[src/rtl/softplus_vec_ctrl.sv]
// Softplus sequencer: reads Q8.8 samples from SRAM, writes piecewise softplus results.
// Optional saturation counter port enabled by SOFTPLUS_SAT_CNT_EN.
module softplus_vec_ctrl #(
    parameter int ADDR_W = 8
) (
    input  logic              clk,
    input  logic              rst_n,
    input  logic              start,
    input  logic [ADDR_W-1:0] src_base,
    input  logic [ADDR_W-1:0] dst_base,
    input  logic [ADDR_W-1:0] len,
    output logic              busy,
    output logic              done,
    output logic              rd_en,
    output logic [ADDR_W-1:0] rd_addr,
    input  logic [15:0]       rd_data,
    output logic              wr_en,
    output logic [ADDR_W-1:0] wr_addr,
    output logic [15:0]       wr_data,
    input  logic              wr_ready
`ifdef SOFTPLUS_SAT_CNT_EN
    ,
    output logic [ADDR_W-1:0] sat_cnt
`endif
);

    localparam logic [2:0] S_IDLE = 3'd0;
    localparam logic [2:0] S_RD   = 3'd1;
    localparam logic [2:0] S_CALC = 3'd2;
    localparam logic [2:0] S_WR   = 3'd3;
    localparam logic [2:0] S_FIN  = 3'd4;

    localparam logic [ADDR_W-1:0] ONE = ADDR_W'(1);

    logic [2:0]        r_state;
    logic [ADDR_W-1:0] r_idx;
    logic [ADDR_W-1:0] r_src;
    logic [ADDR_W-1:0] r_dst;
    logic [ADDR_W-1:0] r_len;
    logic [15:0]       r_wr_data;

    logic [7:0]  w_k;
    logic [15:0] w_off;
    logic [16:0] w_sum;
    logic        w_sat;
    logic [15:0] w_y;
    logic        w_last;

    assign w_k = rd_data[15:8];

    // Offset table indexed by the integer part of x
    always_comb begin
        w_off = 16'h004D;
        if (!rd_data[15]) begin
            case (w_k)
                8'h00:   w_off = 16'h004D;
                8'h01:   w_off = 16'h0037;
                8'h02:   w_off = 16'h001F;
                8'h03:   w_off = 16'h000F;
                8'h04:   w_off = 16'h0007;
                default: w_off = 16'h004D;
            endcase
        end else begin
            case (w_k)
                8'hFF:   w_off = 16'h004D;
                8'hFE:   w_off = 16'h0037;
                8'hFD:   w_off = 16'h001F;
                8'hFC:   w_off = 16'h000F;
                8'hFB:   w_off = 16'h0007;
                default: w_off = 16'h0002;
            endcase
        end
    end

    assign w_sum  = {1'b0, (rd_data[15] ? 16'h0000 : rd_data)} + {1'b0, w_off};
    assign w_sat  = w_sum > 17'h07FFF;
    assign w_y    = w_sat ? 16'h7FFF : w_sum[15:0];
    assign w_last = (r_idx + ONE) == r_len;

    always_ff @(posedge clk or negedge rst_n) begin
        if (!rst_n) begin
            r_state   <= S_IDLE;
            r_idx     <= '0;
            r_src     <= '0;
            r_dst     <= '0;
            r_len     <= '0;
            r_wr_data <= '0;
        end else begin
            case (r_state)
                S_IDLE: begin
                    if (start) begin
                        r_src   <= src_base;
                        r_dst   <= dst_base;
                        r_len   <= len;
                        r_idx   <= '0;
                        r_state <= (len == '0) ? S_FIN : S_RD;
                    end
                end
                S_RD: r_state <= S_CALC;
                S_CALC: begin
                    r_wr_data <= w_y;
                    r_state   <= S_WR;
                end
                S_WR: begin
                    if (wr_ready) begin
                        if (w_last) begin
                            r_state <= S_FIN;
                        end else begin
                            r_idx   <= r_idx + ONE;
                            r_state <= S_RD;
                        end
                    end
                end
                S_FIN:   r_state <= S_IDLE;
                default: r_state <= S_IDLE;
            endcase
        end
    end

`ifdef SOFTPLUS_SAT_CNT_EN
    logic [ADDR_W-1:0] r_sat_cnt;

    always_ff @(posedge clk or negedge rst_n) begin
        if (!rst_n) begin
            r_sat_cnt <= '0;
        end else if (r_state == S_IDLE && start) begin
            r_sat_cnt <= '0;
        end else if (r_state == S_CALC && w_sat && r_sat_cnt != '1) begin
            r_sat_cnt <= r_sat_cnt + ONE;
        end
    end

    assign sat_cnt = r_sat_cnt;
`endif

    assign busy    = r_state != S_IDLE;
    assign done    = r_state == S_FIN;
    assign rd_en   = r_state == S_RD;
    assign wr_en   = r_state == S_WR;
    assign rd_addr = rd_en ? (r_src + r_idx) : '0;
    assign wr_addr = wr_en ? (r_dst + r_idx) : '0;
    assign wr_data = r_wr_data;

endmodule

[config.mk]
export PLATFORM = sky130hd
export DESIGN_NAME = softplus_vec_ctrl
export DESIGN_NICKNAME = d
export VERILOG_FILES = /design/src/rtl/softplus_vec_ctrl.sv
export SDC_FILE = /design/constraint.sdc
export NUM_CORES = 1
export LEC_CHECK = 0
export CORE_MARGIN = 2
export CORE_UTILIZATION = 45
export CTS_BUF_LIST = sky130_fd_sc_hd__clkbuf_8
export DETAILED_ROUTE_END_ITERATION = 8
export PLACE_DENSITY_LB_ADDON = 0.08
export SLEW_MARGIN = 10
export SYNTH_ARGS = -nofsm -noshare
export SYNTH_HDL_FRONTEND = slang
export SYNTH_SLANG_ARGS = --single-unit
[constraint.sdc]
create_clock -name clk -period 8.49 [get_ports clk]
set_clock_uncertainty 0.15 [all_clocks]
set_input_delay 1.698 -clock clk [delete_from_list [all_inputs] [get_ports clk]]
set_output_delay 1.698 -clock clk [all_outputs]
set_load 0.02 [all_outputs]
Word-level counts from Yosys, hierarchy flattened
Index checks and enable logic that the tools add are counted.
W data, S select, Z words.

word-level totals
  flip-flop bits (word level) = 51
  input port bits = 44
  output and inout port bits = 36
  word-level logic and storage cells = 51

cells by class
  add/sub/neg operators = 4
  magnitude comparators = 1
  equality and inequality tests = 17
  muxes and demuxes = 16
  reduce and logical (&&, ||, !) cells = 7

operator list
  cell                    count
  $eq A8 B8 Y1 const B    5
  $mux W8                 5
  $pmux W7 S5             1
  $mux W16                2
  $pmux W7 S4             1
  $add A15 B16 Y17        1
  $gt A17 B15 Y1 const B  1
  $add A8 B8 Y8           2
  $eq A8 B2 Y1 const B    2
  $pmux W8 S2             1
  $mux W15                1
  $mux W3                 4
  $pmux W3 S4             1
  $add A8 B1 Y8 const B   1
  $eq A8 B1 Y1 const B    1
  $eq A8 B3 Y1 const B    1
  $eq A8 B8 Y1            1
  $logic_not A8 Y1        1
  $eq A3 B2 Y1 const B    2
  $ne A2 B2 Y1 const B    2
  $reduce_and A2 Y1       2
  $reduce_and A4 Y1       1
  $eq A3 B1 Y1 const B    1
  $eq A3 B3 Y1 const B    1
  4 further kinds         4

Longest topological paths before layout
Gate-level depths: netlist of the first run.

  word-level depth = 6
  gate-level depth with buffers = 13

Least setup slack after synthesis of the first run
OpenSTA, ideal clock, no wires.

  path type = input port to flip-flop
  start point = in rd_data[15]
  end point = reg r_wr_data[8] (netlist: wr_data[8])
  setup time = 129 ps
  arrival = 4400 ps
  data required time = 8211 ps
  slack = 3810 ps
  stages on the path = 13
  cells stage by stage = buf_2 clkbuf_1 or4_1 nor2_1 nand2_1 a22oi_1 ha_1 or3_1 o221ai_1 o21ai_1 a31oi_1 mux2i_1 o21ai_1

between the ends
  cells in the longest elaborated chain, start to end = 6
  elaborated cells on any way between the ends = 16
  classes of those cells = 1 x add/sub; 1 x order compare; 9 x eq/ne; 5 x mux

ends and longest elaborated chain
  element                                            line    source
  start, declared                                    16      input logic [15:0] rd_data,
  $eq A8 B8 Y1, or another cell as far along         64      case (w_k)
  $pmux W7 S5 / $pmux W7 S4 (equally long branches)  64, 55
  $mux W16                                           54      if (!rd_data[15]) begin
  $add A15 B16 Y17 (*)                               75      assign w_sum = {1'b0, (rd_data[15] ? 16'h0000 : rd_data)} + {1'b0, w_off};
  $gt A17 B15 Y1                                     76      assign w_sat = w_sum > 17'h07FFF;
  $mux W16 (*)                                       77      assign w_y = w_sat ? 16'h7FFF : w_sum[15:0];
  end signal, assigned                               101     r_wr_data <= w_y;
  end, declared                                      40      logic [15:0] r_wr_data;

Every way passes the cells marked *; elsewhere a longest branch is shown, timed or not.
A chain may end at the register's enable or synchronous reset.

Final worst setup path of the first run
Same ends and word-level chain as after synthesis.

==> results of run 1 <==
[flip-flops by register name, summed over array words and instances, names as in the netlist]
register	cells
r_state	3
r_dst	8
r_src	8
r_len	8
wr_data	16
r_idx	8
[worst max-delay path, cell delays in order]
cell and delay (ps):
clkdlybuf4s50_1 860, or4_1 720, nor4_1 270, a21oi_1 70, ha_1 400, and3b_1 240
o221ai_1 430, o21ai_1 190, a31oi_1 240, mux2i_1 200, o21ai_1 80
[routing by layer]
layer	vias up	share of wire, %
met5	-	0
met4	0	0.97
met3	8	4.4
met2	94	50
met1	1744	44
li1	1785	-
[path summary, 6_finish.rpt]
path	end	depth (start not counted)	startpoint
worst max-delay path	wr_data[8]$_DFFE_PN0P_	11	rd_data[15]
worst min-delay path	wr_data[11]$_DFFE_PN0P_	2	wr_data[11]$_DFFE_PN0P_
worst max register to register	r_idx[7]$_DFFE_PN0P_	7	r_idx[1]$_DFFE_PN0P_
worst min register to register	wr_data[11]$_DFFE_PN0P_	2	wr_data[11]$_DFFE_PN0P_
max in group asynchronous	r_src[7]$_DFFE_PN0P_	2	rst_n
min in group asynchronous	r_len[0]$_DFFE_PN0P_	2	rst_n
[cell usage after synthesis (8+ instances only)]
cell type,n,area (µm²)
nand4_1,11,68.82
o21ai_1,8,40.04
nor3_1,13,65.06
nand2b_1,8,50.05
a31oi_1,10,62.56
nor2b_1,8,50.05
dfrtp_1,51,1276
nand3_1,9,45.04
xor2_1,13,113.9
xnor2_1,20,175.2
nand2_1,99,371.6
nor2_1,38,142.6
a21oi_1,25,125.1
clkbuf_1,13,48.80
ha_1,20,250.2
inv_1,11,41.29
[layout make-up]
class                   instances  share of cell area, %
repair buffers                 82                  16.80
flip-flops and latches         51                  26.52
clock inverters                 2                 0.7020
multi-input cells             385                  50.81
well taps                     105                  2.730
clock buffers                   5                  1.430
inverters                      13                  1.014
[through the flow]
| stage | hold slack [ps] | power [µW] | instances | utilization, % | worst slack, ps |
|---|---|---|---|---|---|
| final | 337.4 | 1394 | 643 | 57.98 | 3123 |
| after global routing | 370.2 | 1513 | 643 | 57.98 | 2768 |
| after CTS | 339.5 | 1409 | 643 | 57.98 | 3163 |
| after detailed placement | 317.1 | 1235 | 636 | 56.75 | 2851 |
| after global placement | 312.1 | 1218 | 636 | 56.75 | 2912 |
| after floorplan | 299.7 | 953.8 | 473 | - | 3810 |
[cell families (layout without fill, tap and decap cells)]
logic type / Yosys count / after routing / share of synthesized area [%]
AND/OR/NAND/NOR: 230 / 230 / 28.35
AO/OA/AOI/OAI: 95 / 95 / 17.45
flip-flops: 51 / 51 / 32.79
buffers and inverters: 37 / 102 / 4.532
XOR/XNOR: 34 / 34 / 8.133
adder cells (fa/ha/maj): 23 / 23 / 7.972
multiplexers: 3 / 3 / 0.7715
[power groups by stage]
| stage | Sequential [µW] | Clock [µW] | Combinational [µW] |
|---|---|---|---|
| floorplan | 448 | 0 | 506 |
| global placement | 448 | 0 | 770 |
| detailed placement | 449 | 0 | 787 |
| CTS | 446 | 173 | 790 |
| global route | 461 | 182 | 869 |
| finish | 444 | 167 | 782 |
==> flow_summary.html, run 1 <==
<table>
<tr><th>Metric</th><th>Value</th></tr>
<tr><th colspan="2">Outcome</th></tr>
<tr><td>Result of the run</td><td>completed</td></tr>
<tr><th colspan="2">Critical path</th></tr>
<tr><td>Critical Path Start Type</td><td>primary input</td></tr>
<tr><td>Kind of critical path</td><td>primary input to flop</td></tr>
<tr><td>Reg-to-reg slack, setup</td><td>5570 ps</td></tr>
<tr><td>Arrival time worst endpoint</td><td>5400 ps</td></tr>
<tr><td>Maximum fanout count along the critical path</td><td>28</td></tr>
<tr><td>Crit end category</td><td>flop</td></tr>
<tr><td>Required time worst endpoint</td><td>8520 ps</td></tr>
<tr><th colspan="2">CTS</th></tr>
<tr><td>Postcts setup bufs</td><td>0</td></tr>
<tr><td>Number of hold buffers added after cts</td><td>0</td></tr>
<tr><td>Cell at the root of the clock tree</td><td>clkbuf_8</td></tr>
<tr><td>Clock-pin transition on the worst setup and hold timing paths</td><td>90 ps</td></tr>
<tr><td>Maximum clock insertion buffer count</td><td>2</td></tr>
<tr><td>TritonCTS clock tree</td><td>yes</td></tr>
<tr><td>Sinks on Clock Net</td><td>51</td></tr>
<tr><td>Clk Latency, worst-skew pair</td><td>310 ps</td></tr>
<tr><td>CTS Buf Count</td><td>5</td></tr>
<tr><td>H-tree levels</td><td>2</td></tr>
<tr><td>Post-CTS Resized</td><td>0</td></tr>
<tr><th colspan="2">Floorplan</th></tr>
<tr><td>I/O pins</td><td>80</td></tr>
<tr><td>Die H</td><td>97.01 µm</td></tr>
<tr><td>Area of the core</td><td>8299 µm²</td></tr>
<tr><td>Total Die Area</td><td>9410 µm²</td></tr>
<tr><td>Count of standard-cell rows</td><td>33</td></tr>
<tr><td>Overall die width</td><td>97.01 µm</td></tr>
<tr><td>Starting density of the core</td><td>46.90%</td></tr>
<tr><th colspan="2">Drt</th></tr>
<tr><td>Vias per cell</td><td>5.647</td></tr>
<tr><td>Vias after detailed routing</td><td>3631</td></tr>
<tr><td>Starting DRC count in detailed routing</td><td>111</td></tr>
<tr><td>Final WL</td><td>10050 µm</td></tr>
<tr><td>DRC violations left</td><td>0</td></tr>
<tr><td>Average wire per cell in the routed design</td><td>15.62 µm</td></tr>
<tr><td>Number of nets still failing antenna checks after routing</td><td>0</td></tr>
<tr><td>Total iterations of the first detailed-routing run</td><td>4</td></tr>
<tr><th colspan="2">Power</th></tr>
<tr><td>Internal cell power</td><td>786.7 µW</td></tr>
<tr><td>Net switching power figure</td><td>607.3 µW</td></tr>
<tr><td>Max IR drop VDD</td><td>154.1 µV</td></tr>
<tr><td>Clock network fraction of total power</td><td>12.0%</td></tr>
<tr><td>Power density cells</td><td>289.7 nW/µm²</td></tr>
<tr><td>Sequential power share</td><td>31.9%</td></tr>
<tr><td>Combinational fraction of design power</td><td>56.1%</td></tr>
<tr><td>Switching power as a share of total power</td><td>43.56%</td></tr>
<tr><td>LEAKAGE</td><td>0.002161 µW</td></tr>
<tr><th colspan="2">Logic synthesis</th></tr>
<tr><td>Cell variety after synth</td><td>65</td></tr>
<tr><td>Prevailing post-synth register cell</td><td>dfrtp_1</td></tr>
<tr><td>Synth Instances</td><td>473</td></tr>
<tr><td>Synth warnings</td><td>0</td></tr>
<tr><td>Cell area after synthesis</td><td>3892 µm²</td></tr>
<tr><td>Seq/Total Area, Yosys</td><td>32.79%</td></tr>
<tr><td>Synthesized area per cell</td><td>8.229 µm²</td></tr>
<tr><td>EDFF count, synth</td><td>0</td></tr>
<tr><td>Number of register bits inferred by synthesis</td><td>51</td></tr>
<tr><td>Net count after synthesis</td><td>540</td></tr>
<tr><td>Fraction of registers with async set/reset</td><td>100.0%</td></tr>
<tr><th colspan="2">Global routing</th></tr>
<tr><td>Busiest layer in global routing</td><td>met2</td></tr>
<tr><td>Wire length of the first global-routing pass</td><td>17330 µm</td></tr>
<tr><td>GRT Resource Usage Total</td><td>22.37%</td></tr>
<tr><td>Global-route met3 utilization</td><td>4.046%</td></tr>
<tr><td>Vias in the first global route</td><td>3521</td></tr>
<tr><td>Met1 usage in global routing</td><td>29.73%</td></tr>
<tr><td>Antenna violations before repair</td><td>0</td></tr>
<tr><td>Largest net degree at the start of global routing</td><td>52</td></tr>
<tr><td>Remaining global-route overflow</td><td>0</td></tr>
<tr><td>Grt met2 use</td><td>38.14%</td></tr>
<tr><th colspan="2">Min path</th></tr>
<tr><td>Classification of the worst-slack hold path</td><td>flop to flop</td></tr>
<tr><th colspan="2">Cells and area</th></tr>
<tr><td>Combined area of the multi-input logic cells</td><td>2445 µm²</td></tr>
<tr><td>Area growth from synthesis to layout</td><td>23.63%</td></tr>
<tr><td>Post-layout net count</td><td>605</td></tr>
<tr><td>Share of post-route cells with drive strength above 1</td><td>5.576%</td></tr>
<tr><td>Antenna cell count</td><td>0</td></tr>
<tr><td>Leading cell type in the layout, fill and taps excluded</td><td>nand2_1</td></tr>
<tr><td>Fillcell total</td><td>783</td></tr>
<tr><td>Final Cell Area</td><td>4812 µm²</td></tr>
<tr><td>Sequential cell area</td><td>1276 µm²</td></tr>
<tr><td>Commonest cells after routing, fill and taps aside</td><td>99 x nand2_1, 78 x clkdlybuf4s50_1, 51 x dfrtp_1</td></tr>
<tr><th colspan="2">Timing</th></tr>
<tr><td>Worst-case headroom to the max-slew limit</td><td>36.71%</td></tr>
<tr><td>Shortest period the worst path allows</td><td>5367 ps</td></tr>
<tr><td>Setup Viol. Count Final</td><td>0</td></tr>
<tr><td>Maximum achievable frequency</td><td>186.3 MHz</td></tr>
<tr><td>Total count of max-transition violations in the final report</td><td>0</td></tr>
<tr><td>TNS Setup</td><td>0 ps</td></tr>
<tr><td>Setup repair after global routing missed its margin</td><td>no</td></tr>
<tr><td>Tightest Pin Transition</td><td>949.3 ps</td></tr>
<tr><td>Fraction of the cycle the final worst path needs</td><td>63.21%</td></tr>
<tr><td>Final count of hold timing violations</td><td>0</td></tr>
<tr><th colspan="2">Placed design</th></tr>
<tr><td>DPL Wire Length</td><td>7441 µm</td></tr>
<tr><td>IO buf count</td><td>79</td></tr>
<tr><td>Post-DP Area</td><td>4710 µm²</td></tr>
<tr><td>Weighted congestion reported at the end of routability-driven placement</td><td>0.8902</td></tr>
<tr><th colspan="2">Run</th></tr>
<tr><td>Reported max-cap violation count</td><td>0</td></tr>
</table>
Note: power is estimated with default switching activity, not from simulation.
==> inputs of run 2 (changes only) <==
==> constraint.sdc (replaced) <==
create_clock -name clk -period 5.5 [get_ports clk]
set_clock_uncertainty 0.15 [all_clocks]
set_input_delay 1.1 -clock clk [delete_from_list [all_inputs] [get_ports clk]]
set_output_delay 1.1 -clock clk [all_outputs]
set_load 0.02 [all_outputs]
==> flow_summary.html, run 2 (synthesis gave the netlist of run 1 again) <==
<table>
<tr><th>Metric</th><th>Value</th></tr>
<tr><th colspan="2">Timing</th></tr>
<tr><td>Final setup slack of the worst path</td><td>963.0 ps (was 3123 ps)</td></tr>
<tr><td>Worst-case headroom to the max-slew limit</td><td>30.06% (was 36.71%)</td></tr>
<tr><td>Fraction of the cycle the final worst path needs</td><td>82.49%</td></tr>
<tr><td>TNS Setup</td><td>0 ps (unchanged)</td></tr>
<tr><td>Setup repair after global routing missed its margin</td><td>no (unchanged)</td></tr>
<tr><td>Tightest Pin Transition</td><td>1043 ps (was 949.3 ps)</td></tr>
<tr><td>Setup Viol. Count Final</td><td>0 (unchanged)</td></tr>
<tr><td>Maximum achievable frequency</td><td>220.4 MHz</td></tr>
<tr><td>Shortest period the worst path allows</td><td>4537 ps</td></tr>
<tr><td>Final count of hold timing violations</td><td>0 (unchanged)</td></tr>
<tr><td>Total count of max-transition violations in the final report</td><td>0 (unchanged)</td></tr>
<tr><th colspan="2">Power</th></tr>
<tr><td>Internal cell power</td><td>1215 µW (was 786.7 µW)</td></tr>
<tr><td>Net switching power figure</td><td>951.1 µW (was 607.3 µW)</td></tr>
<tr><td>LEAKAGE</td><td>0.002163 µW (was 0.002161 µW)</td></tr>
<tr><td>Sequential power share</td><td>31.7% (was 31.9%)</td></tr>
<tr><td>Max IR drop VDD</td><td>225.3 µV (was 154.1 µV)</td></tr>
<tr><td>Power density cells</td><td>449.2 nW/µm² (was 289.7 nW/µm²)</td></tr>
<tr><td>Switching power as a share of total power</td><td>43.91% (was 43.56%)</td></tr>
<tr><td>Clock network fraction of total power</td><td>12.5% (was 12.0%)</td></tr>
<tr><td>Combinational fraction of design power</td><td>55.8% (was 56.1%)</td></tr>
<tr><th colspan="2">Drt</th></tr>
<tr><td>Starting DRC count in detailed routing</td><td>113 (was 111)</td></tr>
<tr><td>Average wire per cell in the routed design</td><td>15.90 µm (was 15.62 µm)</td></tr>
<tr><td>Vias after detailed routing</td><td>3587 (was 3631)</td></tr>
<tr><td>Total iterations of the first detailed-routing run</td><td>4 (unchanged)</td></tr>
<tr><td>Vias per cell</td><td>5.570 (was 5.647)</td></tr>
<tr><td>DRC violations left</td><td>0 (unchanged)</td></tr>
<tr><td>Number of nets still failing antenna checks after routing</td><td>0 (unchanged)</td></tr>
<tr><td>Final WL</td><td>10240 µm (was 10050 µm)</td></tr>
<tr><th colspan="2">Min path</th></tr>
<tr><td>Startpoint of the tightest hold check path</td><td>wr_data[10]$_DFFE_PN0P_ (was wr_data[11]$_DFFE_PN0P_)</td></tr>
<tr><td>Classification of the worst-slack hold path</td><td>flop to flop (unchanged)</td></tr>
<tr><th colspan="2">CTS</th></tr>
<tr><td>Post-CTS Resized</td><td>0 (unchanged)</td></tr>
<tr><td>Number of hold buffers added after cts</td><td>0 (unchanged)</td></tr>
<tr><td>H-tree levels</td><td>2 (unchanged)</td></tr>
<tr><td>CTS Buf Count</td><td>5 (unchanged)</td></tr>
<tr><td>Postcts setup bufs</td><td>0 (unchanged)</td></tr>
<tr><td>Clk Latency, worst-skew pair</td><td>310 ps (about the same)</td></tr>
<tr><td>TritonCTS clock tree</td><td>yes (unchanged)</td></tr>
<tr><td>Clock-pin transition on the worst setup and hold timing paths</td><td>100 ps (was 90 ps)</td></tr>
<tr><td>Cell at the root of the clock tree</td><td>clkbuf_8 (unchanged)</td></tr>
<tr><td>Sinks on Clock Net</td><td>51 (unchanged)</td></tr>
<tr><td>Maximum clock insertion buffer count</td><td>2 (unchanged)</td></tr>
<tr><th colspan="2">Floorplan</th></tr>
<tr><td>Area of the core</td><td>8299 µm² (unchanged)</td></tr>
<tr><td>I/O pins</td><td>80 (unchanged)</td></tr>
<tr><td>Overall die width</td><td>97.01 µm (unchanged)</td></tr>
<tr><td>Count of standard-cell rows</td><td>33 (unchanged)</td></tr>
<tr><td>Starting density of the core</td><td>46.90% (unchanged)</td></tr>
<tr><td>Die H</td><td>97.01 µm (unchanged)</td></tr>
<tr><td>Total Die Area</td><td>9410 µm² (unchanged)</td></tr>
<tr><th colspan="2">Placed design</th></tr>
<tr><td>Dpl ws</td><td>942.7 ps (was 2851 ps)</td></tr>
<tr><td>Weighted congestion reported at the end of routability-driven placement</td><td>0.8992 (was 0.8902)</td></tr>
<tr><td>DPL Wire Length</td><td>7684 µm (was 7441 µm)</td></tr>
<tr><td>IO buf count</td><td>79 (unchanged)</td></tr>
<tr><th colspan="2">Critical path</th></tr>
<tr><td>Maximum fanout count along the critical path</td><td>10 (was 28)</td></tr>
<tr><td>Arrival time worst endpoint</td><td>3290 ps (was 5400 ps)</td></tr>
<tr><td>Crit end category</td><td>primary output (was flop)</td></tr>
<tr><td>Launch point of the critical path</td><td>r_idx[1]$_DFFE_PN0P_ (was rd_data[15])</td></tr>
<tr><td>Kind of critical path</td><td>flop to primary output (was primary input to flop)</td></tr>
<tr><td>Critical Path Start Type</td><td>flop (was primary input)</td></tr>
<tr><td>Worst R2R Start</td><td>r_idx[1]$_DFFE_PN0P_ (unchanged)</td></tr>
<tr><td>Required time worst endpoint</td><td>4250 ps (was 8520 ps)</td></tr>
<tr><th colspan="2">Global routing</th></tr>
<tr><td>Largest net degree at the start of global routing</td><td>52 (unchanged)</td></tr>
<tr><td>Antenna violations before repair</td><td>0 (unchanged)</td></tr>
<tr><td>Vias in the first global route</td><td>3500 (was 3521)</td></tr>
<tr><td>Remaining global-route overflow</td><td>0 (unchanged)</td></tr>
<tr><td>GRT Resource Usage Total</td><td>21.93% (was 22.37%)</td></tr>
<tr><td>Wire length of the first global-routing pass</td><td>17080 µm (was 17330 µm)</td></tr>
<tr><th colspan="2">Cells and area</th></tr>
<tr><td>Post-layout net count</td><td>605 (unchanged)</td></tr>
<tr><td>Area growth from synthesis to layout</td><td>23.88% (was 23.63%)</td></tr>
<tr><td>Number of flip-flops in the largest register</td><td>16 (unchanged)</td></tr>
<tr><td>Commonest cells after routing, fill and taps aside</td><td>99 x nand2_1, 78 x clkdlybuf4s50_1, 51 x dfrtp_1 (unchanged)</td></tr>
<tr><td>Leading cell type in the layout, fill and taps excluded</td><td>nand2_1 (unchanged)</td></tr>
<tr><td>Final core utilization</td><td>58.10% (was 57.98%)</td></tr>
<tr><td>Share of post-route cells with drive strength above 1</td><td>5.937% (was 5.576%)</td></tr>
<tr><td>Antenna cell count</td><td>0 (unchanged)</td></tr>
<tr><th colspan="2">Run</th></tr>
<tr><td>Reported max-cap violation count</td><td>0 (unchanged)</td></tr>
<tr><th colspan="2">Outcome</th></tr>
<tr><td>Result of the run</td><td>completed (unchanged)</td></tr>
</table>
## run 2: cell types whose count changed in the layout (fill, tap and decap cells not counted)
cell / delta
inv_1: -1
clkinv_2: +1
clkinv_4: +1
## run 2: routing by layer
metal  vias to the layer above  wire length, µm  global-route usage (%)  share of wire, %
met4                         0               80                   4.550              0.78
li1                       1783                -                       -                 -
met1                      1713             4649                   28.21                45
met3                        10              412                   4.046               4.0
met2                        81             5096                   38.51                50
met5                         -                0                       0                 0
## run 2: final timing paths
| check | end | slack, ps | cells past startpoint |
|---|---|---|---|
| worst max-delay path | wr_addr[7] | 960 | 8 |
| worst min-delay path | wr_data[10]$_DFFE_PN0P_ | 340 | 2 |
| worst max register to register | r_idx[7]$_DFFE_PN0P_ | 2560 | 7 |
| worst min register to register | wr_data[10]$_DFFE_PN0P_ | 340 | 2 |
| max in group asynchronous | r_src[6]$_DFFE_PN0P_ | 4010 | 2 |
| min in group asynchronous | r_len[1]$_DFFE_PN0P_ | 730 | 2 |
## run 2: critical path: stages, from the launching register on
cell	delay, ps
dfrtp_1	660
ha_1	320
a21o_1	180
a21oi_1	210
o21bai_1	110
a2111oi_0	570
o21a_1	210
o21a_1	110
clkdlybuf4s50_1	590
## run 2: final cells by class
| cell class | count | area, µm² |
|---|---|---|
| multi-input combinational | 385 | 2445 |
| timing repair buffer | 82 | 808.3 |
| clock buffer | 5 | 68.82 |
| fill | 784 | 3477 |
| clock inverter | 3 | 43.79 |
| sequential | 51 | 1276 |
| inverter | 13 | 48.80 |
| tap | 105 | 131.4 |
## run 2: metrics by stage
stage / area, µm² / hold WS [ps] / std cells / total power, µW
2_1_floorplan: 3892 / 299.7 / 473 / 1472
3_3_place_gp: 4710 / 312.3 / 636 / 1877
3_5_place_dp: 4710 / 323.9 / 636 / 1915
4_1_cts: 4822 / 346.0 / 644 / 2191
5_1_grt: 4822 / 364.9 / 644 / 2336
6_report: 4822 / 340.9 / 644 / 2166
## run 2: power groups by stage
stage / Combinational, µW / Clock (µW) / Sequential, µW
finish: 1210 / 270 / 687
floorplan: 781 / 0 / 691
global placement: 1180 / 0 / 693
global route: 1340 / 291 / 709
detailed placement: 1220 / 0 / 695
CTS: 1220 / 278 / 689
